[src/rtl/rom_arb_pkg.sv]
// rom_arb_pkg: shared types and the address check for the two-port ROM arbiter.
package rom_arb_pkg;

  localparam int unsigned DATA_W     = 32;
  localparam int unsigned ROM_ADDR_W = 32;
  // Width used for the range compare; wide enough for any practical ADDR_W.
  localparam int unsigned CHK_W      = 64;

  typedef enum logic {
    PORT_IF = 1'b0,
    PORT_LS = 1'b1
  } port_e;

  typedef enum logic {
    IDLE = 1'b0,
    BUSY = 1'b1
  } state_e;

  // In-flight response tag captured at the grant edge.
  typedef struct packed {
    port_e port;
    logic  err;
  } tag_t;

  localparam tag_t TAG_RESET = '{port: PORT_IF, err: 1'b0};

  // Misaligned (not word aligned) or beyond the last ROM byte.
  function automatic logic addr_err(input logic [CHK_W-1:0] addr,
                                    input int unsigned      words_log2);
    logic [CHK_W-1:0] limit;
    limit = CHK_W'(4) << words_log2;
    return (addr[1:0] != 2'b00) || (addr >= limit);
  endfunction

  function automatic port_e other_port(input port_e p);
    return (p == PORT_IF) ? PORT_LS : PORT_IF;
  endfunction

endpackage

[src/rtl/rom_arb_grant2.sv]
// rom_arb_grant2: two-way one-hot grant (bit 0 = IF, bit 1 = LS).
// ROM_ARB_RR_EN selects round-robin on ptr; otherwise LS has fixed priority.
import rom_arb_pkg::*;

module rom_arb_grant2 (
  input  logic [1:0] req,
  input  port_e      ptr,
  output logic [1:0] gnt
);

`ifdef ROM_ARB_RR_EN
  // Contention resolved towards the port the pointer favours.
  always_comb begin
    gnt = 2'b00;
    if (req == 2'b11) begin
      gnt = (ptr == PORT_IF) ? 2'b01 : 2'b10;
    end else begin
      gnt = req;
    end
  end
`else
  logic unused_ptr;
  assign unused_ptr = ptr;

  // LS always wins when present; IF only when LS is idle.
  always_comb begin
    gnt = 2'b00;
    if (req[1]) begin
      gnt = 2'b10;
    end else if (req[0]) begin
      gnt = 2'b01;
    end
  end
`endif

endmodule

[src/rtl/rom_arbiter.sv]
// rom_arbiter: shares the single-read-port ROM between IF and LS requesters.
// One grant per cycle, response one cycle later on the granting port.
// Macro ROM_ARB_RR_EN: round-robin arbitration (default: fixed LS priority).
import rom_arb_pkg::*;

module rom_arbiter #(
  parameter int unsigned ADDR_W         = 32,
  parameter int unsigned ROM_WORDS_LOG2 = 14
) (
  input  logic                  clk,
  input  logic                  rst,

  input  logic                  if_req_valid,
  output logic                  if_req_ready,
  input  logic [ADDR_W-1:0]     if_req_addr,
  output logic                  if_resp_valid,
  output logic [DATA_W-1:0]     if_resp_data,
  output logic                  if_resp_err,

  input  logic                  ls_req_valid,
  output logic                  ls_req_ready,
  input  logic [ADDR_W-1:0]     ls_req_addr,
  output logic                  ls_resp_valid,
  output logic [DATA_W-1:0]     ls_resp_data,
  output logic                  ls_resp_err,

  output logic                  rom_rx_valid,
  output logic [ROM_ADDR_W-1:0] rom_rx_addr,
  input  logic                  rom_tx_valid,
  input  logic [DATA_W-1:0]     rom_tx_data
);

  state_e state_q, state_d;
  tag_t   tag_q, tag_d;
  port_e  ptr;

  logic [1:0]        req_vec;
  logic [1:0]        gnt;
  logic              any_gnt;
  port_e             gnt_port;
  logic [ADDR_W-1:0] gnt_addr;
  logic              gnt_err;

  // ROM valid is sticky after the first read and carries no information.
  logic unused_rom_tx_valid;
  assign unused_rom_tx_valid = rom_tx_valid;

`ifdef ROM_ARB_RR_EN
  port_e ptr_q, ptr_d;
  assign ptr = ptr_q;
`else
  assign ptr = PORT_IF;
`endif

  // Requests are masked during reset so nothing is granted in that cycle.
  always_comb begin
    req_vec = {ls_req_valid, if_req_valid} & {2{~rst}};
  end

  rom_arb_grant2 u_grant (
    .req (req_vec),
    .ptr (ptr),
    .gnt (gnt)
  );

  // Select the granted request and check its address.
  always_comb begin
    any_gnt  = |gnt;
    gnt_port = gnt[1] ? PORT_LS : PORT_IF;
    gnt_addr = gnt[1] ? ls_req_addr : if_req_addr;
    gnt_err  = any_gnt && addr_err(CHK_W'(gnt_addr), ROM_WORDS_LOG2);
  end

  // Ready is the grant; the ROM is strobed only for clean addresses.
  always_comb begin
    if_req_ready = gnt[0];
    ls_req_ready = gnt[1];
    rom_rx_valid = any_gnt && !gnt_err;
    rom_rx_addr  = rom_rx_valid ? ROM_ADDR_W'(gnt_addr) : '0;
  end

  // State register: FSM, in-flight tag and (round-robin only) pointer.
  always_ff @(posedge clk) begin
    if (rst) begin
      state_q <= IDLE;
      tag_q   <= TAG_RESET;
`ifdef ROM_ARB_RR_EN
      ptr_q   <= PORT_IF;
`endif
    end else begin
      state_q <= state_d;
      tag_q   <= tag_d;
`ifdef ROM_ARB_RR_EN
      ptr_q   <= ptr_d;
`endif
    end
  end

  // Next state: BUSY for exactly the cycles following a grant.
  always_comb begin
    state_d = state_q;
    tag_d   = tag_q;
`ifdef ROM_ARB_RR_EN
    ptr_d   = ptr_q;
`endif
    case (state_q)
      IDLE:    state_d = any_gnt ? BUSY : IDLE;
      BUSY:    state_d = any_gnt ? BUSY : IDLE;
      default: state_d = IDLE;
    endcase
    if (any_gnt) begin
      tag_d = '{port: gnt_port, err: gnt_err};
`ifdef ROM_ARB_RR_EN
      ptr_d = other_port(gnt_port);
`endif
    end
  end

  // Outputs: route the due response to the tagged port, zero elsewhere.
  always_comb begin
    if_resp_valid = 1'b0;
    if_resp_err   = 1'b0;
    if_resp_data  = '0;
    ls_resp_valid = 1'b0;
    ls_resp_err   = 1'b0;
    ls_resp_data  = '0;
    if ((state_q == BUSY) && !rst) begin
      if (tag_q.port == PORT_IF) begin
        if_resp_valid = 1'b1;
        if_resp_err   = tag_q.err;
        if_resp_data  = tag_q.err ? '0 : rom_tx_data;
      end else begin
        ls_resp_valid = 1'b1;
        ls_resp_err   = tag_q.err;
        ls_resp_data  = tag_q.err ? '0 : rom_tx_data;
      end
    end
  end

endmodule

[config.mk]
export PLATFORM = sky130hd
export DESIGN_NAME = rom_arbiter
export DESIGN_NICKNAME = d
export VERILOG_FILES = /design/src/rtl/rom_arb_pkg.sv /design/src/rtl/rom_arb_grant2.sv /design/src/rtl/rom_arbiter.sv
export SDC_FILE = /design/constraint.sdc
export NUM_CORES = 1
export LEC_CHECK = 0
export BUFFER_PORTS_ARGS = -buffer_cell sky130_fd_sc_hd__buf_2
export CAP_MARGIN = 20
export CORE_AREA = 4 4 76 78
export DETAILED_ROUTE_END_ITERATION = 10
export DIE_AREA = 0 0 80 82
export HOLD_SLACK_MARGIN = 0.1
export PLACE_DENSITY = 0.77
export REMOVE_ABC_BUFFERS = 1
export SYNTH_ARGS = -nofsm -noshare
export SYNTH_HDL_FRONTEND = slang
export SYNTH_HIERARCHICAL = 1
export SYNTH_SLANG_ARGS = --single-unit
[constraint.sdc]
create_clock -name clk -period 2.6 [get_ports clk]
set_input_delay 0.26 -clock clk [delete_from_list [all_inputs] [get_ports clk]]
set_output_delay 0.26 -clock clk [all_outputs]
set_load 0.02 [all_outputs]
==> results of run 1 <==
[flip-flops by register name, indices dropped and copies added, names as in the netlist]
name	count
state_q	1
tag_q	2
[cell usage in the layout (no fill, tap or decap)]
cell      synthesis  layout
nor2b_1           2       1
a22oi_1           1       1
nor2b_2           0       1
nand2_1          32      32
nand3b_1          1       1
a211o_2           1       1
nor2b_4           1       1
clkbuf_1          9       1
nor3b_2           1       1
a21oi_1           2       2
nand3_1           3       3
nor3_1            1       1
o311a_2           1       1
dfxtp_1           3       3
clkbuf_8          0       3
mux2i_1          14      14
nor4b_2           1       1
nor2_1           85      85
inv_1             5       5
nor4b_1           1       1
nor4_1            6       6
buf_4            19       5
clkinv_1          1       1
conb_1            1      18
buf_2             1     184
[power breakdown]
part / switching (mW) / internal [mW] / total (mW)
Clock: 0.0311 / 0.105 / 0.136
Sequential: 0.00193 / 0.0498 / 0.0517
Combinational: 0.136 / 0.0975 / 0.233
Total: 0.169 / 0.252 / 0.421
[layer usage]
metal / vias up / global-route usage (%) / wire (um)
met3: 4 / 2.19 / 607
met4: 0 / 3.55 / 44
li1: 931 / - / -
met1: 765 / 14.4 / 1890
met5: - / 0 / 0
met2: 124 / 28.2 / 2720
[path summary, 6_finish.rpt]
kind / end / cells after the start / slack [ns] / start
max: rom_rx_addr[13] / 8 / 0.47 / ls_req_valid
min: tag_q[1] / 2 / 0.28 / rst
max reg2reg: tag_q[0] / 1 / 1.80 / tag_q[0]
min reg2reg: tag_q[1] / 2 / 0.51 / tag_q[1]
[area by class of cell]
class | count | area (sq um)
Fill cell | 538 | 3090
Timing Repair Buffer | 189 | 958
Multi-Input combinational cell | 171 | 816
Tap cell | 70 | 87.6
Sequential cell | 3 | 60.1
Clock buffer | 4 | 45.0
Inverter | 6 | 22.5
[critical path: cells and delay by family]
family	cells	cell delay, ns
buffers and inverters	3	0.45
and+or+nand+nor	4	0.72
AOI/OAI and AO/OA	1	0.44
[through the flow]
stage	setup TNS [ns]	power, mW	setup slack, ns	cells	utilization (%)
detailed placement	0	0.287	0.461	439	38.3
global route	0	0.455	0.321	443	39.2
finish	0	0.421	0.474	443	39.2
floorplan	-12.13	0.174	-0.789	180	-
global placement	0	0.284	0.507	439	38.3
CTS	0	0.425	0.454	443	39.2
[cells by family after synthesis]
family,Yosys count
muxes,14
AOI/OAI and AO/OA,5
buffers and inverters,37
DFF,3
other,1
and+or+nand+nor,134
==> impl_results.md, run 1 <==
- Worst Hold Class: input pin to flip-flop
- Main combinational cell family by area after synthesis: simple AND/OR/NAND/NOR gates
- Ys flop type: dfxtp_1
- Number of synthesized flops with an enable pin: 0
- Top cell type by total area after synthesis: nor2_1
- Synth-to-Final Area Change: 92.0%
- DR vias: between 1500 and 2000
- CTS tree: done
- Final Wtd Congestion: 0.682
- Clock Pin Slew Worst Setup and Hold Paths: 0.03 ns
- Yosys top cell area share: between 30% and 40%
- Setup Buffers After CTS: 0
- Final-report max-slew violation count: 0
- First-pass GRT wire length: approximately 7200 um
- Clk_skew: 0 ns
- Remaining Overflow, GRT: 0
- CTS H-tree depth: 1
- Synth Area in Simple Gates: ~55%
- Num ports: just over 200
- Vias in the first global route: 1645
- Final hold slack: 0.276 ns
- Number of DRC markers in iteration 0: 37
- Most common cell in the netlist: nor2_1
- Die Y: slightly above 80 um
- Cts hold-fix bufs: 0
- Die width: approximately 80 um
- Post-route cell area: ~2000 sq um
- Routed wire length: 5260 um
- Clock Path Buffers: 2
- # rows: 26
- Top cells by area, synth: nor2_1 31%, buf_4 14%, mux2i_1 14%
- Max_cap viols: 0
- Synth Area in XOR/XNOR: 0%
- Clk root buf: clkbuf_8
- DR DRC count: 0
- Share of post-route cells with drive strength above 1: a little over half
- Setup Crit Path Kind: input pin to output port
- Crit Path Max Fanout: 16
- Total core area: ~5100 sq um
- Static Leak: around 1.3 nW
- Pwr/cell area: about 210 nW/um^2
- Startpoint types: input pin
- Number of port buffers: 184
- RSZ-0062 raised after global routing: false
- CP peak stage delay: 0.44 ns
- Post-synth ARST share: 0%
- Clk Latency, worst-skew pair: 0.22 ns
- Final nets: 475
- Placement Cell Area: between 1500 and 2000 sq um
- Die area: 6560 sq um
- Yosys cell types: 24
- Synth Area in Adders: 0%
- Run status: finished clean
- Post-synthesis mux area share: between 10% and 20%
- Final setup violation count: 0
- Post-synth top cells: 85 x nor2_1, 32 x nand2_1, 19 x buf_4, 14 x mux2i_1, 9 x clkbuf_1
- Slowest stage cell, crit path: a211o_2
- Wire per inst: roughly 12 um
- CP cell instances: buf_2 > nor2b_2 > buf_4 > nor4_1 > nand3_1 > a211o_2 > nor2_1 > buf_2
- Arrival @ worst endpoint: approximately 1.9 ns
- Largest net degree at the start of global routing: 35
- Sequential fraction of the synthesis area: a little under 6%
- Synthesized flop and latch total: 3
- Sink Count: 3
- First drt pass iteration count: 4
- CP most frequent cell: buf_2
- Synthesized area per cell: between 5 and 6 sq um
- Netlist Area Pre-Place: 1040 sq um
- Syn. warnings: 6
- Post-DRT Antenna Nets: 0
- Hpwl dp: between 4000 and 5000 um
- Starting Density: about a fifth
- Post_cts resized: 0
- Post-synthesis cell count: between 150 and 200
- Peak Freq: 0.470 GHz
- Diode count: 0
- Final period util: between 80 and 90%
- CTS buffer count: 3
- CP endpoint kind: output port
- Compound-Gate Fraction of Synth Area: between 3 and 4%
- Global Route Usage Sum: between 10 and 15%
- Vias per cell: approximately 4
- Final hold vios: 0
- Worst IR drop on VDD: about 0.00013 V
- Final period demand of the worst path: roughly 2.1 ns
- Worst Path Required: around 2.3 ns
- Initial antenna violation count: 0
(Power assumes the default switching activity.)
==> run 2, diff against run 1 <==
Settings changed: CORE_AREA 4 4 76 78 to 4 4 77 79, DIE_AREA 0 0 80 82 to 0 0 81 83, PLACE_DENSITY 0.77 to 0.76.
Clock period 2.6 ns to 2.1 ns, I/O delays scaled along.
==> run 2 against run 1 <==
Effect of this change: sequential share of layout area about the same; global-route usage barely moved; worst setup slack got worse by 0.35 ns; clock skew is the same; critical endpoint is now rom_rx_addr[9]; largest power group unchanged.
==> impl_results.md, run 2 (synthesis gave the netlist of run 1 again) <==
- Arrival @ worst endpoint: about 1.8 ns
- Clock Path Buffers: 2
- First drt pass iteration count: 4
- Final nets: ~480
- Worst Path Required: between 1.5 and 2 ns
- Worst IR drop on VDD: between 0.0001 and 0.00015 V
- Placed insts: roughly 440
- Sequential share of power: 12.2%
- Final setup violation count: 0
- Final-report max-slew violation count: 0
- Placement Cell Area: between 1500 and 2000 sq um
- Max_cap viols: 0
- Final hold vios: 0
- Die area: between 6000 and 7000 sq um
- Final period demand of the worst path: 1.98 ns
- RSZ-0062 raised after global routing: false
- Vias per cell: 4.14
- Number of DRC markers in iteration 0: 44
- Final Wtd Congestion: ~0.75
- Worst-case setup margin in the final layout: roughly 0.12 ns
- DR DRC count: 0
- Share of post-route cells with drive strength above 1: a little over half
- Static Leak: ~1.3 nW
- Pint: ~0.31 mW
- Post-route insts no fill: between 400 and 500
- Buffers & Inverters on Critical Path: 3
- Hpwl dp: around 4700 um
- Routed wire length: around 5300 um
- Final period util: a little over nine tenths
- Remaining Overflow, GRT: 0
- DR vias: between 1500 and 2000
- Run status: finished clean
- Peak Freq: 0.506 GHz
- CP most frequent cell: buf_2
- Sw Pwr: roughly 0.21 mW
- CP cell instances: buf_2 > nor2b_2 > buf_4 > nor4_1 > nand3_1 > a211o_4 > nor2_1 > buf_2
- Most common cell after layout, fill and taps aside: buf_2
- Setup Buffers After CTS: 0
- Crit Path Max Fanout: 16
- Total core area: about 5300 sq um
- Largest net degree at the start of global routing: 35
- Clk pwr share: 32.3%
- CP peak stage delay: between 0.4 and 0.5 ns
- Clock Pin Slew Worst Setup and Hold Paths: 0.03 ns
- Cts hold-fix bufs: 0
- Sink Count: 3
- Initial antenna violation count: 2
- Most frequent cells in the layout: 184 x buf_2, 84 x nor2_1, 32 x nand2_1
- CTS H-tree depth: 1
- Wire per inst: 11.8 um
- Post-DRT Antenna Nets: 0
- Total Neg Setup Slack: 0 ns
- Synth-to-Final Area Change: 94.4%
- CTS buffer count: 3
- Die Y: 83 um
- Post-route cell area: 2010 sq um
- Switch share: 40.3%
- Startpoint types: input pin
- CTS tree: done
- Slowest stage cell, crit path: a211o_4
- DP Worst Slack: between 0.1 and 0.15 ns
- Post-layout util: between 30% and 40%
- Max reg flops: 2
- # rows: 27
- Num ports: approximately 200
- Clk root buf: clkbuf_8
- Biggest register: tag_q
- First-pass GRT wire length: between 7000 and 8000 um
- Number of port buffers: around 180
- Clk_skew: 0 ns
- Starting Density: 19.4%
- Vias in the first global route: 1633
- CP endpoint kind: output port
- Global Route Usage Sum: 13.8%
- Clk Latency, worst-skew pair: between 0.2 and 0.25 ns
- Pwr/cell area: about 260 nW/um^2
- Overall power: 0.524 mW
- Die width: between 80 and 90 um
- Final hold slack: 0.224 ns
- Family with the most delay on the worst path: simple AND/OR/NAND/NOR gates
- Setup Crit Path Kind: input pin to output port
- Logic pwr share: 55.5%
- Largest registers: tag_q: 2 flops, state_q: 1 flops
- Worst Hold Class: input pin to flip-flop
[run 2: changes by cell type in the layout (fill, tap and decap cells not counted), sizes merged]
cell   previous run  this run
diode             0         2
buf             189       190
[run 2: path summary, 6_finish.rpt]
path | slack, ns | from | end | depth (start not counted)
max | 0.12 | ls_req_valid | rom_rx_addr[9] | 8
max reg2reg | 1.30 | tag_q[0] | tag_q[0] | 1
min | 0.22 | rst | state_q | 2
min reg2reg | 0.53 | tag_q[0] | tag_q[0] | 1
[run 2: final cells by class]
type,count,area (sq um)
Inverter,6,22.5
Tap cell,72,90.1
Multi-Input combinational cell,171,826
Antenna cell,2,5.00
Clock buffer,4,45.0
Fill cell,583,3320
Sequential cell,3,60.1
Timing Repair Buffer,190,966
[run 2: power groups by stage]
stage	registers [mW]	clock network, mW	logic (mW)
finish	0.0640	0.169	0.291
global route	0.0647	0.185	0.322
CTS	0.0640	0.175	0.292
detailed placement	0.0648	0	0.291
global placement	0.0644	0	0.288
floorplan	0.0641	0	0.152
[run 2: per-layer routing]
layer	GRT usage, %	up-vias	wire length (um)
met2	26.9	132	2620
met4	5.07	0	137
met5	0	-	0
met1	13.9	778	1830
met3	2.60	6	680
li1	-	937	-
[run 2: timing repair]
item | CTS | global route
hold endpoints to repair | 0 | 0
gates resized for setup | 0 | 2
endpoints found under the setup margin | 0 | 13
